[config.mk]
export PLATFORM = sky130hd
export DESIGN_NAME = hc_sr04_emulator
export DESIGN_NICKNAME = d
export VERILOG_FILES = /design/src/rtl/hc_sr04_pkg.sv /design/src/rtl/hc_sr04_emulator.sv
export SDC_FILE = /design/constraint.sdc
export NUM_CORES = 1
export LEC_CHECK = 0
export ABC_AREA = 1
export CELL_PAD_IN_SITES_DETAIL_PLACEMENT = 0
export CELL_PAD_IN_SITES_GLOBAL_PLACEMENT = 1
export CORE_MARGIN = 5
export CORE_UTILIZATION = 30
export DETAILED_ROUTE_END_ITERATION = 8
export PLACE_DENSITY_LB_ADDON = 0.1
export SLEW_MARGIN = 20
export SYNTH_ARGS = -nofsm -noshare
export SYNTH_HDL_FRONTEND = slang
export SYNTH_SLANG_ARGS = --single-unit
[constraint.sdc]
create_clock -name clk -period 1.85 [get_ports clk]
set_input_delay 0.37 -clock clk [delete_from_list [all_inputs] [get_ports clk]]
set_output_delay 0.37 -clock clk [all_outputs]
set_load 0.01 [all_outputs]
[src/rtl/hc_sr04_pkg.sv]
// rtl/hc_sr04_pkg.sv - HC-SR04 datasheet constants shared by the emulator and the distance receiver
package hc_sr04_pkg;

  localparam longint SOUND_SPEED_MPS = 343;
  localparam longint MAX_RANGE_CM    = 400;
  localparam longint MIN_RANGE_CM    = 2;
  localparam longint TRIG_US         = 10;
  localparam longint BURST_US        = 200;
  localparam longint TIMEOUT_MS      = 38;
  localparam longint MEAS_CYCLE_MS   = 60;

  typedef enum logic [2:0] {
    ST_IDLE,
    ST_ARM,
    ST_BURST,
    ST_ECHO,
    ST_WAIT_LOW
  } hc_state_t;

endpackage

[src/rtl/hc_sr04_emulator.sv]
// rtl/hc_sr04_emulator.sv - HC-SR04 sensor emulator: trig pulse in, distance-coded echo pulse out
// Optional HC_SR04_EMULATOR_TIMEOUT_EN: out-of-range distance gives a no-target timeout echo instead of saturating.
module hc_sr04_emulator
  import hc_sr04_pkg::*;
#(
  parameter int clk_frequency  = 50000000,
  parameter int distance_width = 9
) (
  input  logic                      clk,
  input  logic                      rst_n,
  input  logic                      trig,
  input  logic [distance_width-1:0] distance,
  output logic                      echo,
  output logic                      busy
);

  localparam longint FREQ         = longint'(clk_frequency);
  localparam int     TRIG_TIME    = int'(TRIG_US * FREQ / 1000000);
  localparam int     BURST_TIME   = int'(BURST_US * FREQ / 1000000);
  localparam int     CPC          = int'(FREQ * 2 / SOUND_SPEED_MPS / 100);
  localparam int     TIMEOUT_TIME = int'(TIMEOUT_MS * FREQ / 1000);
  localparam int     DOWN_MAX     = (BURST_TIME > TIMEOUT_TIME) ? BURST_TIME : TIMEOUT_TIME;
  localparam int     TW           = $clog2(TRIG_TIME + 1);
  localparam int     CW           = $clog2(DOWN_MAX + 1);
  localparam int     IW           = $clog2(CPC + 1);
  localparam int     DW           = $clog2(MAX_RANGE_CM + 1);

  hc_state_t       state, state_d;
  logic            prev_trig;
  logic            fall;
  logic [TW-1:0]   trig_cnt;
  logic [CW-1:0]   down_cnt;
  logic [IW-1:0]   inner_cnt;
  logic [DW-1:0]   dist_q;
  logic [DW-1:0]   dist_eff;
  logic [31:0]     dist_ext;
  logic            over_range;
  logic            no_target;
  logic            echo_done;
  logic            echo_d, busy_d;

  assign fall       = prev_trig & ~trig;
  assign dist_ext   = 32'(distance);
  assign over_range = dist_ext > 32'(MAX_RANGE_CM);

  always_comb begin
    dist_eff = DW'(dist_ext);
    if (dist_ext < 32'(MIN_RANGE_CM))
      dist_eff = DW'(MIN_RANGE_CM);
    else if (over_range)
      dist_eff = DW'(MAX_RANGE_CM);
  end

  // A no-target echo times out on the shared down-counter; otherwise the nested counters measure distance.
  assign echo_done = no_target ? (down_cnt == '0)
                               : (inner_cnt == IW'(CPC - 1) && dist_q == DW'(1));

  always_ff @(posedge clk or negedge rst_n) begin
    if (!rst_n)
      state <= ST_IDLE;
    else
      state <= state_d;
  end

  always_comb begin
    state_d = state;
    case (state)
      ST_IDLE:     if (trig) state_d = ST_ARM;
      ST_ARM:      if (fall) state_d = (trig_cnt >= TW'(TRIG_TIME)) ? ST_BURST : ST_IDLE;
      ST_BURST:    if (down_cnt == '0) state_d = ST_ECHO;
      ST_ECHO:     if (echo_done) state_d = ST_WAIT_LOW;
      ST_WAIT_LOW: if (!trig) state_d = ST_IDLE;
      default:     state_d = ST_IDLE;
    endcase
  end

  always_comb begin
    echo_d = (state_d == ST_ECHO);
    busy_d = (state_d == ST_BURST) || (state_d == ST_ECHO);
  end

  always_ff @(posedge clk or negedge rst_n) begin
    if (!rst_n) begin
      echo <= 1'b0;
      busy <= 1'b0;
    end else begin
      echo <= echo_d;
      busy <= busy_d;
    end
  end

  always_ff @(posedge clk or negedge rst_n) begin
    if (!rst_n) begin
      prev_trig <= 1'b0;
      trig_cnt  <= '0;
      down_cnt  <= '0;
      inner_cnt <= '0;
      dist_q    <= '0;
    end else begin
      prev_trig <= trig;
      case (state)
        ST_IDLE: trig_cnt <= trig ? TW'(1) : '0;
        ST_ARM: begin
          if (trig && trig_cnt != TW'(TRIG_TIME))
            trig_cnt <= trig_cnt + TW'(1);
          if (state_d == ST_BURST) begin
            dist_q   <= dist_eff;
            down_cnt <= CW'(BURST_TIME - 1);
          end
        end
        ST_BURST: begin
          if (state_d == ST_ECHO) begin
            inner_cnt <= '0;
            down_cnt  <= CW'(TIMEOUT_TIME - 1);
          end else if (down_cnt != '0) begin
            down_cnt <= down_cnt - CW'(1);
          end
        end
        ST_ECHO: begin
          if (down_cnt != '0)
            down_cnt <= down_cnt - CW'(1);
          if (inner_cnt == IW'(CPC - 1)) begin
            inner_cnt <= '0;
            dist_q    <= dist_q - DW'(1);
          end else begin
            inner_cnt <= inner_cnt + IW'(1);
          end
        end
        default: ;
      endcase
    end
  end

`ifdef HC_SR04_EMULATOR_TIMEOUT_EN
  always_ff @(posedge clk or negedge rst_n) begin
    if (!rst_n)
      no_target <= 1'b0;
    else if (state == ST_ARM && state_d == ST_BURST)
      no_target <= over_range;
  end
`else
  assign no_target = 1'b0;
`endif

endmodule
==> results of run 1 <==
[power breakdown]
| part | internal [mW] | switching, mW | total (mW) |
|---|---|---|---|
| registers | 1.25 | 0.000291 | 1.25 |
| clock network | 1.25 | 0.610 | 1.86 |
| logic | 0.0333 | 0.0419 | 0.0753 |
| total | 2.53 | 0.653 | 3.18 |
[synthesized netlist by cell type (2+ instances only)]
master	count	share of area, %
sky130_fd_sc_hd__nand2_1	116	12
sky130_fd_sc_hd__inv_1	69	6.9
sky130_fd_sc_hd__nor2_1	63	6.3
sky130_fd_sc_hd__dfrtp_1	57	38
sky130_fd_sc_hd__nand3_1	50	6.7
sky130_fd_sc_hd__o21ai_0	35	4.7
sky130_fd_sc_hd__a21oi_1	14	1.9
sky130_fd_sc_hd__nand4_1	10	1.7
sky130_fd_sc_hd__ha_1	7	2.3
sky130_fd_sc_hd__nor2_2	7	1.2
sky130_fd_sc_hd__o21ai_1	7	0.94
sky130_fd_sc_hd__o22ai_1	7	1.2
sky130_fd_sc_hd__inv_2	6	0.60
sky130_fd_sc_hd__xor2_1	6	1.4
sky130_fd_sc_hd__a31oi_1	5	0.84
sky130_fd_sc_hd__nor2_4	5	1.5
sky130_fd_sc_hd__nor3_1	5	0.67
sky130_fd_sc_hd__xnor2_1	5	1.2
sky130_fd_sc_hd__buf_6	4	1.2
sky130_fd_sc_hd__nand2_2	4	0.67
sky130_fd_sc_hd__nand2_4	4	1.2
sky130_fd_sc_hd__o211ai_1	4	0.80
sky130_fd_sc_hd__buf_2	3	0.40
sky130_fd_sc_hd__nand3b_1	3	0.60
sky130_fd_sc_hd__o21bai_1	3	0.60
sky130_fd_sc_hd__o31ai_1	3	0.60
sky130_fd_sc_hd__nand3_2	2	0.54
sky130_fd_sc_hd__nand4_2	2	0.67
sky130_fd_sc_hd__or2_2	2	0.34
[flip-flops by register name, summed over array words and instances (netlist names)]
register   flops
busy           1
inner_cnt     12
trig_cnt       9
down_cnt      21
state          3
prev_trig      1
dist_q         9
echo           1
[critical path, cell delays in order (launching register included)]
cell and delay [ps]:
sky130_fd_sc_hd__dfrtp_1 400, sky130_fd_sc_hd__inv_1 90, sky130_fd_sc_hd__ha_2 200, sky130_fd_sc_hd__nand2_2 100, sky130_fd_sc_hd__nor2_4 130, sky130_fd_sc_hd__buf_4 130
sky130_fd_sc_hd__nand3_4 110, sky130_fd_sc_hd__nand2_4 100, sky130_fd_sc_hd__xor2_1 150, sky130_fd_sc_hd__nand3_1 80, sky130_fd_sc_hd__nand2_1 70, sky130_fd_sc_hd__inv_1 30
[logic make-up after synthesis]
| family | after synthesis | synth area share, % |
|---|---|---|
| buf+inv | 83 | 9.35 |
| fa+ha+maj | 7 | 2.35 |
| flops | 57 | 38.2 |
| simple gates | 277 | 35.0 |
| xor+xnor | 11 | 2.58 |
| compound gates | 82 | 12.5 |
[metal layers]
| metal | up-vias | global-route usage, % | share of wire, % |
|---|---|---|---|
| met5 | - | 0 | 0 |
| met4 | 0 | 5.25 | 1.6 |
| met3 | 10 | 3.81 | 3.5 |
| met2 | 31 | 22.5 | 44 |
| met1 | 1578 | 20.7 | 51 |
| li1 | 1807 | - | - |
[final cells by class]
class / instances / area, sq um / share of cell area [%]
Clock buffer: 11 / 253 / 5.34
Clock inverter: 5 / 77.6 / 1.64
Inverter: 75 / 282 / 5.95
Multi-Input combinational cell: 377 / 1990 / 41.9
Sequential cell: 57 / 1430 / 30.1
Tap cell: 168 / 210 / 4.44
Timing Repair Buffer: 58 / 500 / 10.6
[layout by cell type, fill, tap and decap left out, types with 9 or more instances in the layout]
| cell type | n |
|---|---|
| sky130_fd_sc_hd__nor2_1 | 63 |
| sky130_fd_sc_hd__dfrtp_1 | 57 |
| sky130_fd_sc_hd__buf_4 | 42 |
| sky130_fd_sc_hd__a21oi_1 | 14 |
| sky130_fd_sc_hd__o21ai_0 | 35 |
| sky130_fd_sc_hd__nand4_1 | 10 |
| sky130_fd_sc_hd__clkdlybuf4s50_1 | 12 |
| sky130_fd_sc_hd__nand3_1 | 50 |
| sky130_fd_sc_hd__nand2_1 | 115 |
| sky130_fd_sc_hd__clkbuf_16 | 9 |
| sky130_fd_sc_hd__inv_1 | 68 |
[through the flow]
stage | hold slack [ps] | setup WS [ps] | setup TNS, ps
finish | 27.3 | 154 | 0
CTS | 37.5 | 76.3 | 0
floorplan | 74.4 | 126 | 0
global placement | 413 | -122 | -723
global route | 62.7 | 11.1 | 0
detailed placement | 411 | -144 | -1430
[final timing paths]
check                                             start                  endpoint  slack (ps)  depth (start not counted)
min in group clk                trig_cnt[6]$_DFFE_PN0P_   trig_cnt[6]$_DFFE_PN0P_         530                          2
worst min register to register  trig_cnt[6]$_DFFE_PN0P_   trig_cnt[6]$_DFFE_PN0P_         530                          2
max in group asynchronous                         rst_n   trig_cnt[7]$_DFFE_PN0P_        1550                          2
worst min-delay path                              rst_n  inner_cnt[9]$_DFFE_PN0P_          30                          2
worst max register to register  down_cnt[1]$_DFFE_PN0P_   down_cnt[3]$_DFFE_PN0P_         150                         11
worst max-delay path            down_cnt[1]$_DFFE_PN0P_   down_cnt[3]$_DFFE_PN0P_         150                         11
[what timing repair did]
action | 4_1_cts | 5_1_grt
setup buffers | 0 | 0
setup endpoints to repair | 0 | 9
gates resized for setup | 0 | 7
==> impl_metrics.prom, run 1 <==
# TYPE chip_impl_metric gauge
chip_impl_metric{name="wire_length_of_the_first_global_routing_pass",unit="um"} 17100
chip_impl_metric{name="synth.avg_cell_area",unit="sq um"} 7.22
chip_impl_metric{name="core_area",unit="sq um"} 12100
chip_impl_metric{name="floorplan.initialDensity",unit="%"} 30.8
chip_impl_metric{name="syn-instance-count",unit=""} 517
chip_impl_metric{name="wire_per_inst",unit="um"} 13.1
chip_impl_metric{name="overall_power_after_layout",unit="mW"} 3.18
chip_impl_info{name="hp-class",value="in2async"} 1
chip_impl_metric{name="drt.antenna.violating_nets",unit=""} 0
chip_impl_info{name="yosys_most_used_dff",value="sky130_fd_sc_hd__dfrtp_1"} 1
chip_impl_metric{name="rows",unit=""} 40
chip_impl_metric{name="pwr_density_cell",unit="nW/um^2"} 672
chip_impl_metric{name="number_of_enable_flip_flop_cells_after_synthesis",unit=""} 0
chip_impl_metric{name="area.growth.synth_to_final",unit="%"} 26.8
chip_impl_metric{name="post-route-drc-count",unit=""} 0
chip_impl_metric{name="timing.max_cap.violations",unit=""} 0
chip_impl_metric{name="ys_ff_latch",unit=""} 57
chip_impl_metric{name="antenna_violations_before_repair",unit=""} 0
chip_impl_metric{name="via_count_of_the_first_global_routing_pass",unit=""} 3419
chip_impl_metric{name="num_vias",unit=""} 3426
chip_impl_metric{name="shortest_clock_period_the_worst_path_allows_after_layout",unit="ps"} 1700
chip_impl_metric{name="floorplan.die.height",unit="um"} 122
chip_impl_info{name="timing.critical_path.to_type",value="flop"} 1
chip_impl_metric{name="routed_via_density",unit=""} 4.56
chip_impl_metric{name="cts-hold-fix-buffers",unit=""} 0
chip_impl_metric{name="drt-total-wl",unit="um"} 9860
chip_impl_metric{name="clock_latency",unit="ps"} 340
chip_impl_metric{name="numCtsBuffers",unit=""} 9
chip_impl_info{name="cts_tree",value="built"} 1
chip_impl_metric{name="maxSlewHeadroom",unit="%"} 66.5
chip_impl_metric{name="place.port_buffers",unit=""} 13
chip_impl_metric{name="synthArstFlopShare",unit="%"} 100
chip_impl_metric{name="die-area",unit="sq um"} 14800
chip_impl_metric{name="post_route_cells_drive_above_1_share",unit="%"} 17.3
chip_impl_info{name="setup_cp_type",value="reg2reg"} 1
chip_impl_metric{name="gp_congestion",unit=""} 0.822
chip_impl_metric{name="worstMarginPinSlew",unit="ps"} 501
chip_impl_metric{name="worst-endpoint-arrival",unit="ps"} 1920
chip_impl_metric{name="report.final.hold_viol_count",unit=""} 0
chip_impl_metric{name="synth-seq-area-share",unit="%"} 38.2
chip_impl_metric{name="hpwlAfterDp",unit="um"} 7500
chip_impl_metric{name="global_route.usage.total",unit="%"} 14.9
chip_impl_info{name="critical_path_start_type",value="flop"} 1
chip_impl_info{name="cts_root_buf",value="sky130_fd_sc_hd__clkbuf_16"} 1
chip_impl_metric{name="drv_slew",unit=""} 0
chip_impl_metric{name="antennaDiodeCount",unit=""} 0
chip_impl_metric{name="placed_cells",unit=""} 735
chip_impl_metric{name="timing.final.setup_violations",unit=""} 0
chip_impl_metric{name="p_leak",unit="nW"} 2.18
chip_impl_metric{name="fmaxAchievable",unit="GHz"} 0.590
chip_impl_metric{name="grt-ovfl-total",unit=""} 0
chip_impl_metric{name="cts.sink_count",unit=""} 57
chip_impl_metric{name="synth.distinct_cells",unit=""} 38
chip_impl_metric{name="width_of_the_die",unit="um"} 122
chip_impl_metric{name="layout.core_utilization",unit="%"} 39.1
chip_impl_metric{name="cts_max_path_buffers",unit=""} 2
chip_impl_info{name="grt_setup_unrepaired",value="no"} 1
chip_impl_metric{name="syn_area",unit="sq um"} 3730
chip_impl_metric{name="yosysWarningCount",unit=""} 0
chip_impl_metric{name="fillerInstances",unit=""} 1306
chip_impl_metric{name="critical_path.max_fanout",unit=""} 4
chip_impl_metric{name="period_share",unit="%"} 91.7
chip_impl_info{name="outcome",value="complete, no violations"} 1
chip_impl_metric{name="max-vdd-ir-drop",unit="mV"} 0.687
chip_impl_metric{name="postSynthNetCount",unit=""} 536
chip_impl_metric{name="finalClockSkew",unit="ps"} 7.18
chip_impl_metric{name="drt-initial-drc-count",unit=""} 188
chip_impl_metric{name="final-instance-count-excl-fill",unit=""} 751
chip_impl_metric{name="clk_pin_slew_worst_paths",unit="ps"} 60
chip_impl_metric{name="detailed_place.area",unit="sq um"} 4380
chip_impl_metric{name="layout_nets",unit=""} 597
chip_impl_metric{name="firstDrtPassIters",unit=""} 4
chip_impl_metric{name="largest_net_degree_at_the_start_of_global_routing",unit=""} 58
chip_impl_metric{name="boundaryPins",unit=""} 14
chip_impl_metric{name="htreeDepth",unit=""} 3
chip_impl_metric{name="worstPathRequired",unit="ps"} 2080
chip_impl_metric{name="layout.cell_area.non_filler",unit="sq um"} 4730
(Power assumes the default switching activity.)
==> run 2, diff against run 1 <==
Settings changed: REMOVE_ABC_BUFFERS set to 1.
==> run 2 against run 1 <==
Compared with the run above: clock power fell by 9%; clock skew about the same; non-clock buffer count is 7 higher; die area stayed put; maximum frequency fell by 1.5%; highest routed layer unchanged; largest cell class unchanged; combinational power barely moved; clock-buffer cell count unchanged; critical path depth fell by 2; cell area is 0.34% higher.
==> impl_metrics.prom, run 2 (synthesis results as in run 1) <==
# TYPE chip_impl_metric gauge
chip_impl_info{name="outcome",value="complete, no violations"} 1
chip_impl_metric{name="width_of_the_die",unit="um"} 122
chip_impl_metric{name="power.sequential.fraction",unit="%"} 41.4
chip_impl_metric{name="antennaDiodeCount",unit=""} 0
chip_impl_metric{name="shortest_clock_period_the_worst_path_allows_after_layout",unit="ps"} 1720
chip_impl_metric{name="clock_latency",unit="ps"} 340
chip_impl_metric{name="wire_per_inst",unit="um"} 13.1
chip_impl_metric{name="antenna_violations_before_repair",unit=""} 0
chip_impl_info{name="leading_registers_by_flop_count",value="down_cnt: 21 flops, inner_cnt: 12 flops"} 1
chip_impl_metric{name="post-route-drc-count",unit=""} 0
chip_impl_metric{name="layout_nets",unit=""} 604
chip_impl_metric{name="floorplan.initialDensity",unit="%"} 30.8
chip_impl_metric{name="report.final.hold_viol_count",unit=""} 0
chip_impl_metric{name="timing.final.ws_setup",unit="ps"} 129
chip_impl_metric{name="cts-hold-fix-buffers",unit=""} 0
chip_impl_metric{name="fmaxAchievable",unit="GHz"} 0.581
chip_impl_metric{name="comb_power_share",unit="%"} 2.5
chip_impl_metric{name="setup-tns-final",unit="ps"} 0
chip_impl_metric{name="p_leak",unit="nW"} 2.18
chip_impl_metric{name="numCtsBuffers",unit=""} 9
chip_impl_info{name="critical_path_start_type",value="flop"} 1
chip_impl_metric{name="pwr_density_cell",unit="nW/um^2"} 635
chip_impl_metric{name="boundaryPins",unit=""} 14
chip_impl_metric{name="die-area",unit="sq um"} 14800
chip_impl_metric{name="placement.setup.worst_slack",unit="ps"} -143
chip_impl_metric{name="drt-total-wl",unit="um"} 9960
chip_impl_metric{name="worstPathRequired",unit="ps"} 2080
chip_impl_metric{name="post_route_cells_drive_above_1_share",unit="%"} 18.8
chip_impl_metric{name="max-vdd-ir-drop",unit="mV"} 0.486
chip_impl_metric{name="power_report.internal_total",unit="mW"} 2.35
chip_impl_info{name="cts_root_buf",value="sky130_fd_sc_hd__clkbuf_16"} 1
chip_impl_metric{name="largest_net_degree_at_the_start_of_global_routing",unit=""} 58
chip_impl_info{name="final_common_cell",value="sky130_fd_sc_hd__nand2_1"} 1
chip_impl_metric{name="global_route.usage.total",unit="%"} 14.7
chip_impl_metric{name="finalClockSkew",unit="ps"} 7.22
chip_impl_metric{name="layout.cell_area.non_filler",unit="sq um"} 4750
chip_impl_metric{name="floorplan.die.height",unit="um"} 122
chip_impl_metric{name="overall_power_after_layout",unit="mW"} 3.02
chip_impl_metric{name="timing.max_cap.violations",unit=""} 0
chip_impl_metric{name="worstMarginPinSlew",unit="ps"} 397
chip_impl_metric{name="htreeDepth",unit=""} 3
chip_impl_metric{name="wire_length_of_the_first_global_routing_pass",unit="um"} 17000
chip_impl_metric{name="period_share",unit="%"} 93.0
chip_impl_metric{name="via_count_of_the_first_global_routing_pass",unit=""} 3456
chip_impl_metric{name="grt-ovfl-total",unit=""} 0
chip_impl_metric{name="firstDrtPassIters",unit=""} 4
chip_impl_info{name="cts_tree",value="built"} 1
chip_impl_info{name="setup_cp_type",value="reg2reg"} 1
chip_impl_metric{name="place.port_buffers",unit=""} 13
chip_impl_metric{name="clk_pin_slew_worst_paths",unit="ps"} 60
chip_impl_metric{name="maxSlewHeadroom",unit="%"} 73.3
chip_impl_metric{name="cts_max_path_buffers",unit=""} 2
chip_impl_metric{name="drv_slew",unit=""} 0
chip_impl_metric{name="hpwlAfterDp",unit="um"} 7420
chip_impl_info{name="layout.cells.most_common_list",value="sky130_fd_sc_hd__nand2_1 (115), sky130_fd_sc_hd__inv_1 (67), sky130_fd_sc_hd__nor2_1 (60)"} 1
chip_impl_metric{name="gp_congestion",unit=""} 0.821
chip_impl_metric{name="rows",unit=""} 40
chip_impl_metric{name="drt-initial-drc-count",unit=""} 121
chip_impl_metric{name="routed_via_density",unit=""} 4.61
chip_impl_metric{name="core_area",unit="sq um"} 12100
chip_impl_metric{name="num_vias",unit=""} 3496
chip_impl_metric{name="netSwitchingFraction",unit="%"} 21.9
chip_impl_info{name="register_with_the_most_flip_flops",value="down_cnt"} 1
chip_impl_metric{name="detailed_place.area",unit="sq um"} 4390
chip_impl_info{name="grt_setup_unrepaired",value="yes"} 1
chip_impl_metric{name="timing.final.setup_violations",unit=""} 0
chip_impl_info{name="timing.critical_path.to_type",value="flop"} 1
chip_impl_metric{name="drt.antenna.violating_nets",unit=""} 0
chip_impl_metric{name="worst-endpoint-arrival",unit="ps"} 1950
chip_impl_metric{name="cts.sink_count",unit=""} 57
chip_impl_metric{name="switching_power",unit="uW"} 662
chip_impl_metric{name="area.growth.synth_to_final",unit="%"} 27.2
chip_impl_info{name="hp-class",value="in2async"} 1
chip_impl_metric{name="clk_pwr_share",unit="%"} 56.1
chip_impl_metric{name="critical_path.max_fanout",unit=""} 7
chip_impl_metric{name="largest_reg_flops",unit=""} 21
-- run 2: final timing paths --
| kind | from | to | slack, ps | cells past startpoint |
|---|---|---|---|---|
| max | down_cnt[8]$_DFFE_PN0P_ | down_cnt[3]$_DFFE_PN0P_ | 130 | 9 |
| min | rst_n | dist_q[8]$_DFFE_PN0P_ | 50 | 2 |
| max reg2reg | down_cnt[8]$_DFFE_PN0P_ | down_cnt[3]$_DFFE_PN0P_ | 130 | 9 |
| min reg2reg | trig_cnt[6]$_DFFE_PN0P_ | trig_cnt[6]$_DFFE_PN0P_ | 530 | 2 |
| max in group asynchronous | rst_n | down_cnt[1]$_DFFE_PN0P_ | 1530 | 2 |
| min in group clk | trig_cnt[6]$_DFFE_PN0P_ | trig_cnt[6]$_DFFE_PN0P_ | 530 | 2 |
-- run 2: power groups by stage --
| stage | registers (mW) | clock network [mW] | logic, mW |
|---|---|---|---|
| after floorplan | 1.27 | 0 | 0.0101 |
| after detailed placement | 1.27 | 0 | 0.0786 |
| after global placement | 1.27 | 0 | 0.0775 |
| final | 1.25 | 1.69 | 0.0751 |
| after CTS | 1.25 | 1.75 | 0.0784 |
| after global routing | 1.25 | 1.81 | 0.0855 |
-- run 2: per-stage QoR --
step	util (%)	cells	hold slack, ps
detailed placement	36.2	738	418
finish	39.2	758	48.2
global placement	36.2	738	412
CTS	38.7	754	51.2
floorplan	-	509	74.4
global route	39.2	758	69.0
-- run 2: layout make-up --
cell class	instances	area, sq um
fill	1334	7360
multi-input combinational	377	1990
sequential	57	1430
timing repair buffer	65	542
inverter	75	285
clock buffer	11	243
tap	168	210
clock inverter	5	55.1
-- run 2: timing repair --
item / in CTS / in global routing
buffers inserted: 0 / 3
endpoints found under the setup margin: 0 / 16
resized for setup: 0 / 11
endpoints found under the hold margin: 0 / 0
-- run 2: worst max-delay path: stages, from the launching register on --
cell,delay (ps)
sky130_fd_sc_hd__dfrtp_1,420
sky130_fd_sc_hd__nor2_1,160
sky130_fd_sc_hd__nand2_1,130
sky130_fd_sc_hd__nor2_4,180
sky130_fd_sc_hd__nand3_2,230
sky130_fd_sc_hd__nand2_4,150
sky130_fd_sc_hd__xor2_1,150
sky130_fd_sc_hd__nand3_1,80
sky130_fd_sc_hd__nand2_1,70
sky130_fd_sc_hd__inv_1,30
-- run 2: routing by layer --
| layer | routed length [um] | GRT usage [%] | share of wire [%] |
|---|---|---|---|
| met1 | 4900 | 19.5 | 49 |
| met2 | 4540 | 22.8 | 46 |
| met3 | 312 | 3.71 | 3.1 |
| met4 | 201 | 5.95 | 2.0 |
| met5 | 0 | 0 | 0 |
